### config.mk
export PLATFORM = sky130hd
export DESIGN_NAME = lap_stopwatch_flat
export DESIGN_NICKNAME = d
export VERILOG_FILES = /design/src/rtl/lap_stopwatch_if.sv /design/src/rtl/lap_stopwatch.sv /design/src/flat_wrapper.sv
export SDC_FILE = /design/constraint.sdc
export NUM_CORES = 1
export LEC_CHECK = 0
export BUFFER_PORTS_ARGS = -buffer_cell sky130_fd_sc_hd__buf_4
export CORE_MARGIN = 5
export CORE_UTILIZATION = 55
export CTS_BUF_LIST = sky130_fd_sc_hd__clkbuf_4 sky130_fd_sc_hd__clkbuf_8 sky130_fd_sc_hd__clkbuf_16
export DETAILED_ROUTE_END_ITERATION = 7
export PLACE_DENSITY = 0.83
export SLEW_MARGIN = 30
export SYNTH_ARGS = -nofsm -noshare
export SYNTH_HDL_FRONTEND = slang
export SYNTH_SLANG_ARGS = --single-unit
export TNS_END_PERCENT = 20
### constraint.sdc
create_clock -name clk -period 6.7 [get_ports clk]
set_input_delay 1.34 -clock clk [delete_from_list [all_inputs] [get_ports clk]]
set_output_delay 1.34 -clock clk [all_outputs]
set_load 0.02 [all_outputs]
### src/rtl/lap_stopwatch_if.sv
// Button inputs and display outputs of the lap stopwatch, grouped for the board/top level.
// master drives the raw buttons and observes the display; slave is the stopwatch itself.
interface lap_stopwatch_if #(
   parameter int DIGITS = 4,
   parameter int LAPS   = 8
);
   localparam int LW = $clog2(LAPS + 1);

   logic              btn_start;
   logic              btn_lap;
   logic              btn_recall;
   logic [4*DIGITS-1:0] cur_bcd;
   logic [4*DIGITS-1:0] show_bcd;
   logic [LW-1:0]     lap_count;
   logic [LW-1:0]     view_idx;
   logic              running;
   logic              lap_ovf;
   logic              wrap;
   logic [1:0]        view_state;

   modport master (
      output btn_start, btn_lap, btn_recall,
      input  cur_bcd, show_bcd, lap_count, view_idx, running, lap_ovf, wrap, view_state
   );

   modport slave (
      input  btn_start, btn_lap, btn_recall,
      output cur_bcd, show_bcd, lap_count, view_idx, running, lap_ovf, wrap, view_state
   );
endinterface

### src/rtl/lap_stopwatch.sv
// BCD stopwatch with lap memory: three synchronised buttons drive run/stop, lap capture/clear and recall.
// view_state exposes the LIVE/HOLD/RECALL display state for observation.
module lap_stopwatch #(
   parameter int CLK_HZ  = 50_000_000,
   parameter int TICK_HZ = 10,
   parameter int DIGITS  = 4,
   parameter int LAPS    = 8
) (
   input logic             clk,
   input logic             rst,
   lap_stopwatch_if.slave  bus
);
   localparam int DIV = CLK_HZ / TICK_HZ;
   localparam int PW  = $clog2(DIV);
   localparam int LW  = $clog2(LAPS + 1);
   localparam int IW  = $clog2(LAPS);
   localparam int W   = 4 * DIGITS;

   typedef enum logic [1:0] {LIVE = 2'd0, HOLD = 2'd1, RECALL = 2'd2} view_t;

   view_t          state, state_n;
   logic [LW-1:0]  view_idx, view_n, ridx;
   logic [2:0]     sync_start, sync_lap, sync_recall;
   logic           start_p, lap_p, recall_p;
   logic           running, tick, wrap, lap_ovf, all9;
   logic [PW-1:0]  presc;
   logic [W-1:0]   cur_bcd, hold_bcd;
   logic [LW-1:0]  lap_count;
   logic [W-1:0]   mem [LAPS];

   function automatic logic [W-1:0] bcd_inc(input logic [W-1:0] v);
      logic [W-1:0] r;
      logic         c;
      r = v;
      c = 1'b1;
      for (int i = 0; i < DIGITS; i++) begin
         if (c) begin
            if (v[4*i +: 4] == 4'd9) begin
               r[4*i +: 4] = 4'd0;
            end else begin
               r[4*i +: 4] = v[4*i +: 4] + 4'd1;
               c = 1'b0;
            end
         end
      end
      return r;
   endfunction

   always_comb begin
      all9 = 1'b1;
      for (int i = 0; i < DIGITS; i++)
         if (cur_bcd[4*i +: 4] != 4'd9) all9 = 1'b0;
   end

   // Bit 0 is the first synchroniser stage; bit 2 holds the previous synchronised level.
   always_ff @(posedge clk or posedge rst) begin
      if (rst) begin
         sync_start  <= '0;
         sync_lap    <= '0;
         sync_recall <= '0;
      end else begin
         sync_start  <= {sync_start[1:0],  bus.btn_start};
         sync_lap    <= {sync_lap[1:0],    bus.btn_lap};
         sync_recall <= {sync_recall[1:0], bus.btn_recall};
      end
   end

   assign start_p  = sync_start[1]  & ~sync_start[2];
   assign lap_p    = sync_lap[1]    & ~sync_lap[2];
   assign recall_p = sync_recall[1] & ~sync_recall[2];
   assign tick     = running && (presc == PW'(DIV - 1));

   always_ff @(posedge clk or posedge rst) begin
      if (rst) begin
         state    <= LIVE;
         view_idx <= '0;
      end else begin
         state    <= state_n;
         view_idx <= view_n;
      end
   end

   always_comb begin
      state_n = state;
      view_n  = view_idx;
      if (running) begin
         if (lap_p) begin
            view_n  = '0;
            state_n = (lap_count < LW'(LAPS)) ? HOLD : LIVE;
         end
      end else begin
         if (lap_p) begin
            view_n  = '0;
            state_n = LIVE;
         end else if (recall_p) begin
            view_n  = (view_idx < lap_count) ? view_idx + LW'(1) : '0;
            state_n = (view_n != '0) ? RECALL : LIVE;
         end
         if (start_p) begin
            view_n  = '0;
            state_n = LIVE;
         end
      end
   end

   // Captures use the pre-edge cur_bcd, so a lap coinciding with a tick stores the old time.
   always_ff @(posedge clk or posedge rst) begin
      if (rst) begin
         running   <= 1'b0;
         presc     <= '0;
         cur_bcd   <= '0;
         hold_bcd  <= '0;
         wrap      <= 1'b0;
         lap_count <= '0;
         lap_ovf   <= 1'b0;
         for (int i = 0; i < LAPS; i++) mem[i] <= '0;
      end else begin
         wrap <= 1'b0;
         if (running) begin
            if (tick) begin
               cur_bcd <= bcd_inc(cur_bcd);
               wrap    <= all9;
               presc   <= '0;
            end else begin
               presc <= presc + PW'(1);
            end
            if (lap_p) begin
               if (lap_count < LW'(LAPS)) begin
                  mem[lap_count[IW-1:0]] <= cur_bcd;
                  hold_bcd               <= cur_bcd;
                  lap_count              <= lap_count + LW'(1);
               end else begin
                  lap_ovf <= 1'b1;
               end
            end
            if (start_p) running <= 1'b0;
         end else begin
            if (lap_p) begin
               cur_bcd   <= '0;
               presc     <= '0;
               lap_count <= '0;
               lap_ovf   <= 1'b0;
            end
            if (start_p) running <= 1'b1;
         end
      end
   end

   assign ridx = view_idx - LW'(1);

   always_comb begin
      case (state)
         HOLD:    bus.show_bcd = hold_bcd;
         RECALL:  bus.show_bcd = mem[ridx[IW-1:0]];
         default: bus.show_bcd = cur_bcd;
      endcase
   end

   assign bus.cur_bcd    = cur_bcd;
   assign bus.lap_count  = lap_count;
   assign bus.view_idx   = view_idx;
   assign bus.running    = running;
   assign bus.lap_ovf    = lap_ovf;
   assign bus.wrap       = wrap;
   assign bus.view_state = state;
endmodule
### src/flat_wrapper.sv
// flat-port wrapper written by rule: the top's interface ports become plain ports
module lap_stopwatch_flat 
#(
   parameter int CLK_HZ  = 50_000_000,
   parameter int TICK_HZ = 10,
   parameter int DIGITS  = 4,
   parameter int LAPS    = 8
)
  (clk, rst, bus_btn_start, bus_btn_lap, bus_btn_recall, bus_cur_bcd, bus_show_bcd, bus_lap_count, bus_view_idx, bus_running, bus_lap_ovf, bus_wrap, bus_view_state);
  lap_stopwatch_if #(.DIGITS(DIGITS), .LAPS(LAPS)) bus_i ();
  input logic clk;
  input logic rst;
  input wire logic [$bits(bus_i.btn_start)-1:0] bus_btn_start;
  input wire logic [$bits(bus_i.btn_lap)-1:0] bus_btn_lap;
  input wire logic [$bits(bus_i.btn_recall)-1:0] bus_btn_recall;
  output wire logic [$bits(bus_i.cur_bcd)-1:0] bus_cur_bcd;
  output wire logic [$bits(bus_i.show_bcd)-1:0] bus_show_bcd;
  output wire logic [$bits(bus_i.lap_count)-1:0] bus_lap_count;
  output wire logic [$bits(bus_i.view_idx)-1:0] bus_view_idx;
  output wire logic [$bits(bus_i.running)-1:0] bus_running;
  output wire logic [$bits(bus_i.lap_ovf)-1:0] bus_lap_ovf;
  output wire logic [$bits(bus_i.wrap)-1:0] bus_wrap;
  output wire logic [$bits(bus_i.view_state)-1:0] bus_view_state;
  assign bus_i.btn_start = bus_btn_start;
  assign bus_i.btn_lap = bus_btn_lap;
  assign bus_i.btn_recall = bus_btn_recall;
  assign bus_cur_bcd = bus_i.cur_bcd;
  assign bus_show_bcd = bus_i.show_bcd;
  assign bus_lap_count = bus_i.lap_count;
  assign bus_view_idx = bus_i.view_idx;
  assign bus_running = bus_i.running;
  assign bus_lap_ovf = bus_i.lap_ovf;
  assign bus_wrap = bus_i.wrap;
  assign bus_view_state = bus_i.view_state;
  lap_stopwatch #(.CLK_HZ(CLK_HZ), .TICK_HZ(TICK_HZ), .DIGITS(DIGITS), .LAPS(LAPS)) u_core (.clk(clk), .rst(rst), .bus(bus_i));
endmodule
==> results.sh, run 1 <==
export IMPL_worstHoldPathType="reg -> reg"
export IMPL_global_route_wire_length_before_repair_um=37100
export IMPL_antenna_cells_inserted=0
export IMPL_drt_wl_total_um=22600
export IMPL_synth_top_cells_by_count="dfrtp_1 (205), nand2_1 (124), o21ai_0 (103)"
export IMPL_leakage_power_figure_nw=4.95
export IMPL_ioPinCount=50
export IMPL_layout_nets=908
export IMPL_grt_total_usage=0.226
export IMPL_synthDistinctLibCells=57
export IMPL_fin_worst_hold_slack_ps=347
export IMPL_cp_cell_sequence="inv_1 > ha_4 > mux4_2 > mux2_2 > a221oi_1 > a21oi_1 > buf_4"
export IMPL_ys_ff_latch=205
export IMPL_wl_per_cell_um=20.1
export IMPL_finalPower_mw=3.96
export IMPL_fin_crit_ps=4590
export IMPL_arrival_ps=3250
export IMPL_pwr_share_clk=0.307
export IMPL_post_synth_main_area_contributors="dfrtp_1 (53%), mux2_2 (9.3%), mux4_2 (7.4%), o21ai_0 (5.3%), nand2_1 (4.8%)"
export IMPL_post_route_cells_drive_above_1_share=0.256
export IMPL_overflow=0
export IMPL_run_status="finished clean"
export IMPL_cts_path_max_buffers=3
export IMPL_crit_fanout=34
export IMPL_clk_latency_ps=510
export IMPL_drt_pass1_iterations=7
export IMPL_vias_in_the_first_global_route=7027
export IMPL_cell_internal_pwr_mw=2.58
export IMPL_final_setup_viol_count=0
export IMPL_syn_mean_instance_area_um2=11.3
export IMPL_p_comb_frac=0.292
export IMPL_total_net_switching_power_mw=1.38
export IMPL_detail_route_iter0_violations=655
export IMPL_hold_viol_final=0
export IMPL_switching_share=0.348
export IMPL_drc=0
export IMPL_num_cts_buffers=23
export IMPL_floorplan_die_area_um2=20400
export IMPL_placement_rows=48
export IMPL_share_seq_of_total_power=0.401
export IMPL_synth_largest_type_area_fraction=0.529
export IMPL_cts_tree="built"
export IMPL_htreeDepth=1
export IMPL_synth_warning_count=0
export IMPL_timing_critical_path_to_type="primary output"
export IMPL_vias=6946
export IMPL_yosys_most_used_dff="dfrtp_1"
export IMPL_number_of_flops_mapped_to_enable_cells_by_yosys=0
export IMPL_cts_clk_pin_slew_worst_paths_ps=60
export IMPL_synth_sequential_area_ratio=0.529
export IMPL_start_util=0.560
export IMPL_chipWidth_um=143
export IMPL_cts_root_buf="clkbuf_16"
export IMPL_initial_antenna_violation_count=0
export IMPL_maxCapViolations=0
export IMPL_critical_path_startpoint_type="register"
export IMPL_yosysMostFrequentCell="dfrtp_1"
export IMPL_core_area_um2=17300
export IMPL_holdBufCountCts=0
export IMPL_cts_sinks=205
export IMPL_postSynthCellCount=858
export IMPL_slew_limit_headroom=0.339
export IMPL_vias_per_cell=6.17
export IMPL_max_ir_drop_vdd_mv=0.330
export IMPL_synth_area_leader_cell="dfrtp_1"
export IMPL_cpMaxStageDelayCell="ha_4"
export IMPL_globalplace_congestion=0.777
export IMPL_timing_setup_critical_path_class="reg -> out"
export IMPL_critical_path_required_ps=5360
export IMPL_async_flop_share=1.00
export IMPL_final_core_util=0.636
export IMPL_synthToLayoutAreaGrowth_pct=13.5
export IMPL_synth_area_um2=9690
export IMPL_post_cts_repair_setup_buffers=0
export IMPL_detailed_place_hpwl_um=13900
export IMPL_pwr_density_cell_nw_per_um2=360
export IMPL_rsz0062_at_grt="no"
export IMPL_postSynthNetCount=880
export IMPL_drv_slew=0
export IMPL_fmax_mhz=218
export IMPL_fp_dieH_um=143
export IMPL_fin_skew_ps=22.5
export IMPL_tightestPinTransition_ps=991
export IMPL_post_cts_resized_instances=0
export IMPL_max_stage_delay_ps=680
export IMPL_setup_tns_final_ps=0
export IMPL_antenna_violating_nets_post_route=0
export IMPL_layout_worst_path_cycle_share=0.686
export IMPL_placement_io_buffers=49
export IMPL_grt_start_max_net_pins=175
## path summary, 6_finish.rpt
check                           slack, ps  cells after the start                      to                    from
worst max-delay path                 2110                      7        bus_show_bcd[12]  u_core.bus.view_idx[1]
worst min-delay path                  350                      0   u_core.sync_recall[1]   u_core.sync_recall[0]
max in group asynchronous            4410                      4         u_core.mem[122]                     rst
worst max register to register       3450                      3          u_core.mem[24]      u_core.bus.running
worst min register to register        350                      0   u_core.sync_recall[1]   u_core.sync_recall[0]
min in group asynchronous             950                      2  u_core.bus.view_idx[2]                     rst
## routing by layer
| layer | GRT usage | part of all wire | vias to the layer above |
|---|---|---|---|
| met1 | 0.303 | 0.42 | 3532 |
| met5 | 0 | 0 | - |
| met4 | 0.0795 | 0.024 | 0 |
| met2 | 0.365 | 0.49 | 225 |
| met3 | 0.0509 | 0.062 | 42 |
| li1 | - | - | 3147 |
## worst max-delay path: cells and delay by family (launching register included)
family	cells	cell delay, ps
DFF	1	460
adders and majority gates	1	680
buffers and inverters	2	310
AOI/OAI and AO/OA	2	420
muxes	2	870
## cell type report
class | count | area, µm²
Fill cell | 1283 | 6300
Sequential cell | 205 | 5130
Multi-Input combinational cell | 561 | 4230
Clock buffer | 34 | 671
Timing Repair Buffer | 58 | 472
Tap cell | 225 | 282
Inverter | 37 | 143
Clock inverter | 6 | 65.1
## per-stage QoR
step           instance area, µm²  setup WS, ps  instances
2_1_floorplan                9700          1930        858
3_3_place_gp                10200          2380       1084
3_5_place_dp                10200          2710       1085
4_1_cts                     11000          2100       1125
5_1_grt                     11000          1950       1126
6_report                    11000          2110       1126
## power groups by stage
stage          Clock, mW  Combinational [mW]  Sequential, mW
6_report            1.22                1.15            1.59
5_1_grt             1.30                1.25            1.61
4_1_cts             1.24                1.15            1.58
3_5_place_dp           0                1.15            1.60
3_3_place_gp           0                1.11            1.59
2_1_floorplan          0               0.770            1.56
## flip-flops by register name, indices dropped and copies added (netlist names), 4 cells and up
name and flops:
u_core.hold_bcd 16, u_core.bus.view_idx 4, u_core.mem 128, u_core.presc 23, u_core.bus.cur_bcd 16, u_core.bus.lap_count 4
## cell usage in the layout, fill, tap and decap left out, drive strengths merged, types with 9 or more instances in the layout
| master | count |
|---|---|
| nor3 | 14 |
| a31oi | 9 |
| nor2 | 20 |
| ha | 17 |
| dfrtp | 205 |
| nand3 | 17 |
| inv | 37 |
| a21oi | 34 |
| buf | 58 |
| nand2 | 124 |
| clkbuf | 34 |
| o21ai | 103 |
| mux4 | 32 |
| mux2 | 80 |
| o31ai | 11 |
| a221oi | 16 |
## logic make-up (layout without fill, tap and decap cells)
group,Yosys count,count (layout),synth area share
fa+ha+maj,17,17,0.0219
xor+xnor,9,9,0.00813
buf+inv,92,135,0.0374
mux,113,113,0.168
flops,205,205,0.529
compound gates,199,199,0.124
simple gates,223,223,0.111
No activity file was read; power rests on OpenSTA's default activity.
==> run 2, diff against run 1 <==
--- a/config.mk
+++ b/config.mk
@@ -5,12 +5,13 @@
 export SDC_FILE = /design/constraint.sdc
 export NUM_CORES = 1
 export LEC_CHECK = 0
+export ABC_AREA = 1
 export BUFFER_PORTS_ARGS = -buffer_cell sky130_fd_sc_hd__buf_4
 export CORE_MARGIN = 5
-export CORE_UTILIZATION = 55
+export CORE_UTILIZATION = 56
 export CTS_BUF_LIST = sky130_fd_sc_hd__clkbuf_4 sky130_fd_sc_hd__clkbuf_8 sky130_fd_sc_hd__clkbuf_16
 export DETAILED_ROUTE_END_ITERATION = 7
-export PLACE_DENSITY = 0.83
+export PLACE_DENSITY = 0.84
 export SLEW_MARGIN = 30
 export SYNTH_ARGS = -nofsm -noshare
 export SYNTH_HDL_FRONTEND = slang
==> constraint.sdc (replaced) <==
create_clock -name clk -period 4.2 [get_ports clk]
set_input_delay 0.84 -clock clk [delete_from_list [all_inputs] [get_ports clk]]
set_output_delay 0.84 -clock clk [all_outputs]
set_load 0.02 [all_outputs]
==> run 2 against run 1 <==
  * Synthesized cell count rose by 44%
  * Sequential share of layout area fell by 1.2 points
  * Die area rose by 2.1%
  * Clock skew fell by 11 ps
  * Critical path depth rose by 1
  * Via count rose by 27%
  * Register-to-register slack got worse by 2200 ps
  * Critical path type unchanged
  * Area after synthesis rose by 4.1%
==> results.sh, run 2 <==
export IMPL_timing_setup_critical_path_class="reg -> out"
export IMPL_final_setup_viol_count=0
export IMPL_crit_fanout=16
export IMPL_grt_start_max_net_pins=87
export IMPL_max_stage_delay_ps=420
export IMPL_vias_per_cell=5.91
export IMPL_rsz0062_at_grt="no"
export IMPL_wl_per_cell_um=17.9
export IMPL_htreeDepth=1
export IMPL_layout_nets=1276
export IMPL_placement_io_buffers=49
export IMPL_overflow=0
export IMPL_antenna_cells_inserted=0
export IMPL_fin_crit_ps=3530
export IMPL_fin_skew_ps=11.2
export IMPL_crit_path_frequent_cell="nand3_1"
export IMPL_drt_pass1_iterations=5
export IMPL_largest_register_ffs=128
export IMPL_timing_critical_path_from="u_core.bus.view_idx[1]"
export IMPL_max_ir_drop_vdd_mv=0.388
export IMPL_arrival_ps=2690
export IMPL_drv_slew=0
export IMPL_critical_path_required_ps=3360
export IMPL_synthToLayoutAreaGrowth_pct=11.9
export IMPL_initial_antenna_violation_count=0
export IMPL_critical_path_startpoint_type="register"
export IMPL_global_route_wire_length_before_repair_um=44100
export IMPL_tightestPinTransition_ps=893
export IMPL_finalPower_mw=5.86
export IMPL_detail_route_iter0_violations=1000
export IMPL_grt_total_usage=0.265
export IMPL_pwr_density_cell_nw_per_um2=519
export IMPL_fp_dieH_um=144
export IMPL_fin_worst_hold_slack_ps=295
export IMPL_crit_reg2reg_launch="u_core.bus.running"
export IMPL_synth_area_leader_cell="dfrtp_1"
export IMPL_leakage_power_figure_nw=5.06
export IMPL_synth_largest_type_area_fraction=0.508
export IMPL_number_of_flops_mapped_to_enable_cells_by_yosys=0
export IMPL_num_cts_buffers=22
export IMPL_detailed_place_hpwl_um=16600
export IMPL_worstHoldPathType="in -> async"
export IMPL_timing_critical_path_to_type="primary output"
export IMPL_core_area_um2=17800
export IMPL_cts_clk_pin_slew_worst_paths_ps=60
export IMPL_synth_top_cells_by_count="nand2_1 (267), dfrtp_1 (205), nor2_1 (191)"
export IMPL_hold_viol_final=0
export IMPL_yosys_most_used_dff="dfrtp_1"
export IMPL_vias=8853
export IMPL_setup_tns_final_ps=0
export IMPL_syn_mean_instance_area_um2=8.15
export IMPL_antenna_violating_nets_post_route=0
export IMPL_maxCapViolations=0
export IMPL_ioPinCount=50
export IMPL_clk_latency_ps=500
export IMPL_placement_rows=49
export IMPL_chipWidth_um=144
export IMPL_async_flop_share=1.00
export IMPL_run_status="finished clean"
export IMPL_largest_registers="u_core.mem x128, u_core.presc x23"
export IMPL_ys_ff_latch=205
export IMPL_postSynthCellCount=1238
export IMPL_largest_register="u_core.mem"
export IMPL_start_util=0.566
export IMPL_placed_cells=1458
export IMPL_slew_limit_headroom=0.404
export IMPL_postSynthNetCount=1260
export IMPL_post_route_cells_drive_above_1_share=0.111
export IMPL_cts_sinks=205
export IMPL_post_cts_repair_setup_buffers=0
export IMPL_post_cts_resized_instances=0
export IMPL_fmax_mhz=283
export IMPL_most_common_layout_cells="nand2_1 (267), dfrtp_1 (204), nor2_1 (191), o21ai_0 (177), nand3_1 (78)"
export IMPL_drt_wl_total_um=26800
export IMPL_globalplace_congestion=0.947
export IMPL_synth_area_um2=10100
export IMPL_synthDistinctLibCells=37
export IMPL_layout_worst_path_cycle_share=0.841
export IMPL_synth_sequential_area_ratio=0.508
export IMPL_cts_root_buf="clkbuf_16"
export IMPL_holdBufCountCts=0
export IMPL_post_synth_main_area_contributors="dfrtp_1 (51%), nand2_1 (9.9%), o21ai_0 (8.8%), nor2_1 (7.1%), nand3_1 (3.9%)"
export IMPL_final_common_cell="nand2_1"
export IMPL_cts_path_max_buffers=3
export IMPL_floorplan_die_area_um2=20800
export IMPL_stdcell_count=1499
export IMPL_synth_warning_count=0
export IMPL_cts_tree="built"
export IMPL_drc=0
export IMPL_cpMaxStageDelayCell="dfrtp_1"
export IMPL_vias_in_the_first_global_route=8654
export IMPL_yosysMostFrequentCell="nand2_1"
export IMPL_cp_cell_sequence="inv_1 > ha_1 > xnor2_2 > inv_2 > nand3_1 > nand3_1 > a21oi_1 > buf_4"
-- run 2: final cells by class --
type                            count  area [µm²]
Clock buffer                       32         662
Clock inverter                      8        95.1
Fill cell                        1431        6550
Inverter                           64         256
Multi-Input combinational cell    902        4370
Sequential cell                   205        5130
Tap cell                          229         287
Timing Repair Buffer               59         493
-- run 2: per-layer routing --
metal / part of all wire / global-route usage / vias up
met3: 0.070 / 0.0522 / 77
li1: - / - / 4109
met5: 0 / 0 / -
met4: 0.039 / 0.102 / 0
met2: 0.49 / 0.440 / 351
met1: 0.40 / 0.347 / 4316
-- run 2: power by group --
part	total, mW	switching [mW]	internal [mW]
Clock	2.01	0.791	1.22
Combinational	1.42	0.962	0.454
Sequential	2.44	0.244	2.19
Total	5.86	2.00	3.87
-- run 2: path summary, 6_finish.rpt --
kind | depth (start not counted) | to | slack (ps)
setup / recovery | 8 | bus_show_bcd[13] | 670
hold / removal | 2 | u_core.bus.view_idx[3] | 290
setup reg to reg | 5 | u_core.mem[73] | 1290
hold reg to reg | 0 | u_core.sync_start[1] | 350
max in group asynchronous | 4 | u_core.hold_bcd[11] | 2920
min in group clk | 0 | u_core.sync_start[1] | 350
-- run 2: metrics by stage --
| step | area [µm²] | worst slack, ps | utilization |
|---|---|---|---|
| 2_1_floorplan | 10100 | 702 | - |
| 3_3_place_gp | 10500 | 1060 | 0.590 |
| 3_5_place_dp | 10500 | 1250 | 0.590 |
| 4_1_cts | 11300 | 694 | 0.632 |
| 5_1_grt | 11300 | 511 | 0.633 |
| 6_report | 11300 | 667 | 0.633 |
-- run 2: worst max-delay path: cells and delay by family, from the launching register on --
family / cells / cell delay, ps
flops: 1 / 420
buf+inv: 3 / 590
simple gates: 2 / 280
compound gates: 1 / 270
xor+xnor: 1 / 420
fa+ha+maj: 1 / 210
-- run 2: cell families (layout without fill, tap and decap cells) --
kind of cell,after synthesis,after routing,share of synthesized area
and+or+nand+nor,575,575,0.243
AOI/OAI and AO/OA,287,287,0.148
DFF,205,205,0.508
buffers and inverters,131,163,0.0584
xor gates and xnor gates,23,23,0.0207
adders and majority gates,17,17,0.0211
